==> src/rtl/reg_writeback_ctrl_if.sv <==
// Producer-side writeback request bundle: memory-load and ALU result channels,
// each a valid/ready handshake carrying a destination register and its data.
interface reg_writeback_ctrl_if #(
  parameter int AW = 5,
  parameter int DW = 32
);
  logic          mem_valid;
  logic          mem_ready;
  logic [AW-1:0] mem_addr;
  logic [DW-1:0] mem_data;
  logic          alu_valid;
  logic          alu_ready;
  logic [AW-1:0] alu_addr;
  logic [DW-1:0] alu_data;

  modport master (
    output mem_valid, mem_addr, mem_data, alu_valid, alu_addr, alu_data,
    input  mem_ready, alu_ready
  );

  modport slave (
    input  mem_valid, mem_addr, mem_data, alu_valid, alu_addr, alu_data,
    output mem_ready, alu_ready
  );
endinterface

==> src/rtl/reg_writeback_ctrl.sv <==
// Owns the register file write port: in-order FIFO of load/ALU writebacks, one retire per cycle.
// Define WB_BYPASS_EN to add the lookup_* combinational search over in-flight writes.
module reg_writeback_ctrl #(
  parameter int DEPTH = 4,
  parameter int AW    = 5,
  parameter int DW    = 32,
  parameter int CW    = 3
) (
  input  logic                 CLK,
  input  logic                 RST_N,
  reg_writeback_ctrl_if.slave  wb,
  input  logic                 wb_stall,
  output logic                 reg_write,
  output logic [AW-1:0]        A3,
  output logic [DW-1:0]        WD3,
  output logic [CW-1:0]        count,
  output logic                 pending
`ifdef WB_BYPASS_EN
  ,
  input  logic [AW-1:0]        lookup_addr,
  output logic                 lookup_hit,
  output logic [DW-1:0]        lookup_data
`endif
);
  localparam int PW = $clog2(DEPTH);

  typedef struct packed {
    logic [AW-1:0] addr;
    logic [DW-1:0] data;
  } wb_req_t;

  wb_req_t       fifo_q [DEPTH];
  logic [PW-1:0] wr_ptr, rd_ptr;
  logic          not_full, push_hs, push, pop;
  wb_req_t       push_req;

  // Ready depends only on occupancy, so a full FIFO never passes a request
  // through in the same cycle it pops.
  assign not_full     = (count < CW'(DEPTH));
  assign wb.mem_ready = not_full;
  assign wb.alu_ready = not_full && !wb.mem_valid;
  assign push_hs      = (wb.mem_valid && wb.mem_ready) || (wb.alu_valid && wb.alu_ready);

  always_comb begin
    push_req = '0;
    if (wb.mem_valid) begin
      push_req.addr = wb.mem_addr;
      push_req.data = wb.mem_data;
    end else begin
      push_req.addr = wb.alu_addr;
      push_req.data = wb.alu_data;
    end
  end

  // Register-0 writes complete the handshake but are silently dropped.
  assign push    = push_hs && (push_req.addr != '0);
  assign pop     = (count != '0) && !wb_stall;
  assign pending = (count != '0) || reg_write;

  always_ff @(posedge CLK) begin
    if (push) fifo_q[wr_ptr] <= push_req;
  end

  always_ff @(posedge CLK or negedge RST_N) begin
    if (!RST_N) begin
      wr_ptr    <= '0;
      rd_ptr    <= '0;
      count     <= '0;
      reg_write <= 1'b0;
      A3        <= '0;
      WD3       <= '0;
    end else begin
      if (push) wr_ptr <= wr_ptr + PW'(1);
      if (pop) begin
        rd_ptr    <= rd_ptr + PW'(1);
        reg_write <= 1'b1;
        A3        <= fifo_q[rd_ptr].addr;
        WD3       <= fifo_q[rd_ptr].data;
      end else begin
        reg_write <= 1'b0;
      end
      case ({push, pop})
        2'b10:   count <= count + CW'(1);
        2'b01:   count <= count - CW'(1);
        default: ;
      endcase
    end
  end

`ifdef WB_BYPASS_EN
  logic [PW-1:0] lk_idx;

  // Scan oldest to youngest so later (younger) matches override; output stage is lowest priority.
  always_comb begin
    lookup_hit  = 1'b0;
    lookup_data = '0;
    lk_idx      = '0;
    if (reg_write && (A3 == lookup_addr)) begin
      lookup_hit  = 1'b1;
      lookup_data = WD3;
    end
    for (int i = 0; i < DEPTH; i++) begin
      lk_idx = rd_ptr + PW'(i);
      if ((CW'(i) < count) && (fifo_q[lk_idx].addr == lookup_addr)) begin
        lookup_hit  = 1'b1;
        lookup_data = fifo_q[lk_idx].data;
      end
    end
    if (lookup_addr == '0) begin
      lookup_hit  = 1'b0;
      lookup_data = '0;
    end
  end
`endif
endmodule

==> src/flat_wrapper.sv <==
// flat-port wrapper written by rule: the top's interface ports become plain ports
module reg_writeback_ctrl_flat 
#(
  parameter int DEPTH = 4,
  parameter int AW    = 5,
  parameter int DW    = 32,
  parameter int CW    = 3
)
  (CLK, RST_N, wb_stall, reg_write, A3, WD3, count, pending, wb_mem_valid, wb_mem_addr, wb_mem_data, wb_alu_valid, wb_alu_addr, wb_alu_data, wb_mem_ready, wb_alu_ready);
  reg_writeback_ctrl_if #(.AW(AW), .DW(DW)) wb_i ();
  input  logic CLK;
  input  logic RST_N;
  input  logic wb_stall;
  output logic reg_write;
  output logic [AW-1:0] A3;
  output logic [DW-1:0] WD3;
  output logic [CW-1:0] count;
  output logic pending;
  input wire logic [$bits(wb_i.mem_valid)-1:0] wb_mem_valid;
  input wire logic [$bits(wb_i.mem_addr)-1:0] wb_mem_addr;
  input wire logic [$bits(wb_i.mem_data)-1:0] wb_mem_data;
  input wire logic [$bits(wb_i.alu_valid)-1:0] wb_alu_valid;
  input wire logic [$bits(wb_i.alu_addr)-1:0] wb_alu_addr;
  input wire logic [$bits(wb_i.alu_data)-1:0] wb_alu_data;
  output wire logic [$bits(wb_i.mem_ready)-1:0] wb_mem_ready;
  output wire logic [$bits(wb_i.alu_ready)-1:0] wb_alu_ready;
  assign wb_i.mem_valid = wb_mem_valid;
  assign wb_i.mem_addr = wb_mem_addr;
  assign wb_i.mem_data = wb_mem_data;
  assign wb_i.alu_valid = wb_alu_valid;
  assign wb_i.alu_addr = wb_alu_addr;
  assign wb_i.alu_data = wb_alu_data;
  assign wb_mem_ready = wb_i.mem_ready;
  assign wb_alu_ready = wb_i.alu_ready;
  reg_writeback_ctrl #(.DEPTH(DEPTH), .AW(AW), .DW(DW), .CW(CW)) u_core (.CLK(CLK), .RST_N(RST_N), .wb(wb_i), .wb_stall(wb_stall), .reg_write(reg_write), .A3(A3), .WD3(WD3), .count(count), .pending(pending));
endmodule
==> config.mk <==
export PLATFORM = sky130hd
export DESIGN_NAME = reg_writeback_ctrl_flat
export DESIGN_NICKNAME = d
export VERILOG_FILES = /design/src/rtl/reg_writeback_ctrl_if.sv /design/src/rtl/reg_writeback_ctrl.sv /design/src/flat_wrapper.sv
export SDC_FILE = /design/constraint.sdc
export NUM_CORES = 1
export LEC_CHECK = 0
export ABC_CLOCK_PERIOD_IN_PS = 2250
export CAP_MARGIN = 25
export CORE_UTILIZATION = 40
export DETAILED_ROUTE_END_ITERATION = 12
export PLACE_DENSITY = 0.69
export SETUP_SLACK_MARGIN = 0.4
export SLEW_MARGIN = 20
export SYNTH_ARGS = -nofsm -noshare
export SYNTH_HDL_FRONTEND = slang
export SYNTH_SLANG_ARGS = --single-unit
==> constraint.sdc <==
create_clock -name CLK -period 2.25 [get_ports CLK]
set_input_delay 0.225 -clock CLK [delete_from_list [all_inputs] [get_ports CLK]]
set_output_delay 0.225 -clock CLK [all_outputs]
set_load 0.05 [all_outputs]
* Yosys cells after proc, flatten, opt, wreduce, memory -nomap -nowiden
Memories as Yosys holds them, arrays and structs flattened. A register that Yosys moved wholly into a read port is not among the register bits.
Index checks and enable logic that the tools add are counted.
** Storage, ports and cells
- Register bits :: 8
- RAM bits :: 148
- Input bits :: 79
- Output and inout port bits :: 44
- Memories kept :: 1
** Operators by class
- $add $sub $neg :: 4
- Magnitude comparators :: 1
- Eq/ne operators :: 2
- Muxes and demuxes :: 5
- Reduce and logical (&&, ||, !) cells :: 13
** Memory list
- u_core.fifo_q :: words 4, width 37, read ports 1, clocked after memory_dff 1, write ports 1, RTL line reg_writeback_ctrl.sv:32 : wb_req_t fifo_q [DEPTH];
** Operator list (count)
- $mux W37 :: 1
- $pmux W3 S2 :: 1
- $logic_and A1 B1 Y1 :: 5
- $reduce_bool A5 Y1 :: 1
- $add A2 B1 Y2 const B :: 2
- $add A3 B1 Y3 const B :: 1
- $logic_not A1 Y1 :: 3
- $lt A3 B3 Y1 const B :: 1
- $mux W1 :: 3
- $reduce_bool A3 Y1 :: 1
- $sub A3 B1 Y3 const B :: 1
- $eq A2 B1 Y1 const B :: 1
- $eq A2 B2 Y1 const B :: 1
- $logic_or A1 B1 Y1 :: 2
- $reduce_bool A2 Y1 :: 1

* Depth between registers and ports, before layout
- Depth after elaboration :: 7
- Mapped depth :: 10
- Gate-level depth less buffers :: 10

* Worst setup path before layout
OpenSTA, ideal clock, no wires.
- Kind :: register -> register
- Start point :: register u_core.count[2]
- End point :: memory u_core.fifo_q[0][0] (netlist bit), enable pin
- Library setup time :: 398 ps
- Arrival time :: 2316 ps
- Data required time :: 1852 ps
- Path slack :: -464 ps
- Cell stages (with the launch flop) :: 4
- Path buffers :: 0
- Clock period less this slack :: 2714 ps
- Path through :: dfrtp_1 -> inv_1 -> o2111a_1 -> and2_1
** On the way
- Cells in the longest elaborated chain, start to end :: 7
- Elaborated cells between the ends (all ways) :: 8
- Those cells by class :: order compare: 1; mux: 2; reduce/logical: 5
** RTL lines
- from (decl) :: RTL line reg_writeback_ctrl.sv:16 : output logic [CW-1:0] count,
- from (signal assigned) :: RTL line reg_writeback_ctrl.sv:83 : 2'b10: count <= count + CW'(1);
- from (signal assigned) :: RTL line reg_writeback_ctrl.sv:84 : 2'b01: count <= count - CW'(1);
- $lt A3 B3 Y1 (*) :: RTL line reg_writeback_ctrl.sv:39 : assign not_full = (count < CW'(DEPTH));
- via wb_mem_ready :: RTL line flat_wrapper.sv:25 : output wire logic [$bits(wb_i.mem_ready)-1:0] wb_mem_ready;
- $logic_and A1 B1 Y1 :: RTL line reg_writeback_ctrl.sv:41 : assign wb.alu_ready = not_full && !wb.mem_valid;
- $logic_and A1 B1 Y1 :: RTL line reg_writeback_ctrl.sv:42 : assign push_hs = (wb.mem_valid && wb.mem_ready) || (wb.alu_valid && wb.alu_ready);
- $logic_or A1 B1 Y1 (*) :: RTL line reg_writeback_ctrl.sv:42
- $logic_and A1 B1 Y1 (*) :: RTL line reg_writeback_ctrl.sv:56 : assign push = push_hs && (push_req.addr != '0);
- $mux W1 (*) :: RTL line reg_writeback_ctrl.sv:61 : if (push) fifo_q[wr_ptr] <= push_req;
- $mux W1 (not written as such) (*) :: RTL line reg_writeback_ctrl.sv:61
- to (decl) :: RTL line reg_writeback_ctrl.sv:32
The timed path passes the listed nets; every way through them passes the cells marked *.

* Final worst setup path
- Start point :: register u_core.count[2]
- End point :: register u_core.count[2]
** On the way
- Cells in the longest elaborated chain, start to end :: 7
- Elaborated cells between the ends (all ways) :: 14
- Those cells by class :: add/sub: 2; order compare: 1; eq/ne: 2; mux: 1; reduce/logical: 8
** RTL lines
- $lt A3 B3 Y1 :: RTL line reg_writeback_ctrl.sv:39
- $logic_and A1 B1 Y1 :: RTL line reg_writeback_ctrl.sv:41
- $logic_and A1 B1 Y1 :: RTL line reg_writeback_ctrl.sv:42
- $logic_or A1 B1 Y1 :: RTL line reg_writeback_ctrl.sv:42
- $logic_and A1 B1 Y1 :: RTL line reg_writeback_ctrl.sv:56
- $eq A2 B1 Y1 or $eq A2 B2 Y1 (tied branches) :: RTL line reg_writeback_ctrl.sv:82 : case ({push, pop})
- $pmux W3 S2 or $reduce_bool A2 Y1 (tied branches)
Several ways; a longest one is shown, not always the timed one.
A chain may end at the register's enable or synchronous reset.

==> metrics <==
I/O pin total 123; Avg WL per Cell 19.0 um; max_slew headroom 0.640; Slew @ Worst Pin 0.540 ns; Pwr Total 13.7 mW; Std-Cell Rows 50; Worst-path clk slew 0.06 ns; final std cells w/o fill 762; Clk Latency, worst-skew pair 0.43 ns; CTS tree yes; First-pass DRT Iterations 4; Final Cycle Share 0.810; Syn Nets 442; cell count after synthesis 357; outcome finished, final reports clean; first-pass GRT wire length 22500 um; Port-buffer cells 122; largest net degree at the start of global routing 29; Antenna Violating Nets Remaining 0; worst endpoint data arrival time 2.17 ns; Yosys warnings 0; Hold WC Path Type in2async; Leak Pwr 3.71 nW; crit-path max FO 3; Root Buffer clkbuf_16; Die H 140 um; maxcap violations 0; Vias/cell 5.11; Hold Fails Final Rpt 0; type of element launching the critical path flop; Mapped Avg Cell Area 21.3 um2; layout net count 600; area grow syn2layout 32.2%; power per cell area 1370 nW/um2; register area share after synthesis 0.733; total global routing overflow 0; layout cell share with drive strength beyond 1 0.367; Max Clock Freq 549 MHz; H-tree levels 4; Sink Count 193; RSZ-0062 raised after global routing true; Yosys reg bits 193; CP Class reg2reg; minimum clock period 1.82 ns; Mapped Area 7600 um2; die area 19600 um2; Die W 140 um; setup violators final 0; via count 3891; Slew Limit Fails 0; Worst EP required 2.60 ns; initial antenna violation count 0; worst vdd ir 718 uV; drt initial violations 250; Initial Util 0.408; vias in the first global route 4074; Crit. End Element flop; clk_skew 0.0112 ns; dpl hpwl 9640 um; RePlAce Congestion 0.706; GRT Util Overall 0.159; DP Cell Count 717; core area 18600 um2; Yosys cell types 22; Ant. Diodes 0; Routed WL 14500 um; CTS buffer count 17; setup TNS 0 ns; clock buffer depth 2; DRC Markers 0
==> repair_timing <==
action	in CTS	in global routing
hold buffers	1	0
setup endpoints to repair	44	45
hold endpoints to repair	19	0
pin swaps	3	1
resized for setup	16	22
buffers inserted	3	9
==> final cells by class <==
class	count	area, um2
Timing Repair Buffer	155	1560
Fill cell	1459	8600
Inverter	7	30.0
Clock buffer	18	429
Tap cell	234	293
Clock inverter	14	211
Sequential cell	193	5580
Multi-Input combinational cell	141	1950
==> state kept, by name (all words and copies together), names as in the netlist <==
| signal | count |
|---|---|
| u_core.WD3 | 32 |
| u_core.rd_ptr | 2 |
| u_core.reg_write | 1 |
| u_core.fifo_q | 148 |
| u_core.A3 | 5 |
| u_core.wr_ptr | 2 |
| u_core.count | 3 |
==> synth_stat cells, drive strengths merged <==
| master | n | area [um2] |
|---|---|---|
| edfxtp | 148 | 4440 |
| mux2 | 75 | 845 |
| dfrtp | 45 | 1130 |
| mux4 | 37 | 833 |
| buf | 14 | 81.3 |
| inv | 7 | 26.3 |
| ha | 5 | 62.6 |
| and2 | 4 | 25.0 |
| nor2 | 4 | 15.0 |
| xnor2 | 4 | 35.0 |
| clkbuf | 2 | 7.51 |
| nand2 | 2 | 7.51 |
| nor4 | 2 | 12.5 |
| xor2 | 2 | 17.5 |
| fa | 1 | 20.0 |
| mux2i | 1 | 10.0 |
| nand2b | 1 | 6.26 |
| nand3b | 1 | 7.51 |
| nor3 | 1 | 5.00 |
| o2111a | 1 | 11.3 |
==> routing by layer <==
layer,vias up,GRT usage,part of all wire
li1,1744,-,-
met1,2024,0.191,0.42
met2,112,0.273,0.53
met3,11,0.0447,0.042
met4,0,0.0567,0.0095
met5,-,0,0
==> through the flow <==
step,hold WS (ns),util,setup slack [ns],instance area (um2)
3_5_place_dp,0.243,0.498,0.0263,9280
3_3_place_gp,0.244,0.498,0.0392,9280
2_1_floorplan,-0.0706,-,0.0623,7620
4_1_cts,0.324,0.533,0.336,9930
5_1_grt,0.354,0.539,0.337,10000
6_report,0.325,0.539,0.428,10000
==> logic make-up after synthesis <==
| logic type | count (synthesis) | synth area share |
|---|---|---|
| buffers and inverters | 23 | 0.0151 |
| adders and majority gates | 6 | 0.0109 |
| muxes | 113 | 0.222 |
| xor gates and xnor gates | 6 | 0.00692 |
| and+or+nand+nor | 15 | 0.0104 |
| AOI/OAI and AO/OA | 1 | 0.00148 |
| DFF | 193 | 0.733 |
==> where the power goes <==
group / internal [mW] / switching (mW) / total, mW
clock: 1.97 / 1.26 / 3.24
sequential: 4.90 / 0.435 / 5.33
combinational: 2.28 / 2.88 / 5.16
==> cell usage in the layout (no fill, tap or decap), types with 5 or more instances in the layout <==
| cell | synthesis | layout |
|---|---|---|
| mux4_2 | 37 | 37 |
| clkbuf_16 | 0 | 17 |
| bufinv_16 | 0 | 5 |
| clkdlybuf4s50_1 | 0 | 85 |
| dlymetal6s2s_1 | 0 | 19 |
| buf_12 | 0 | 6 |
| edfxtp_1 | 148 | 148 |
| dlygate4sd2_1 | 0 | 14 |
| buf_4 | 0 | 27 |
| dfrtp_1 | 45 | 41 |
| mux2_2 | 75 | 75 |
==> path summary, 6_finish.rpt <==
kind                                  from                   end  slack, ns  cells past startpoint
min reg2reg                 u_core.WD3[16]        u_core.WD3[16]       0.50                      1
min                                  RST_N        u_core.WD3[14]       0.33                      2
min in group CLK              wb_mem_valid  u_core.fifo_q[1][36]       0.36                      2
max in group asynchronous            RST_N      u_core.rd_ptr[0]       1.27                      3
max reg2reg                u_core.count[2]       u_core.count[2]       0.43                      9
max                        u_core.count[2]       u_core.count[2]       0.43                      9
==> worst max-delay path, cell delays in order (launching register included) <==
cell and delay [ns]:
dfrtp_2 0.44, nor3_2 0.07, buf_4 0.15, nor2_4 0.18, ha_4 0.17, inv_2 0.03
fa_2 0.32, xor2_1 0.14, nor2_1 0.11, xnor2_1 0.12
Power figures use the tool's default switching activity.
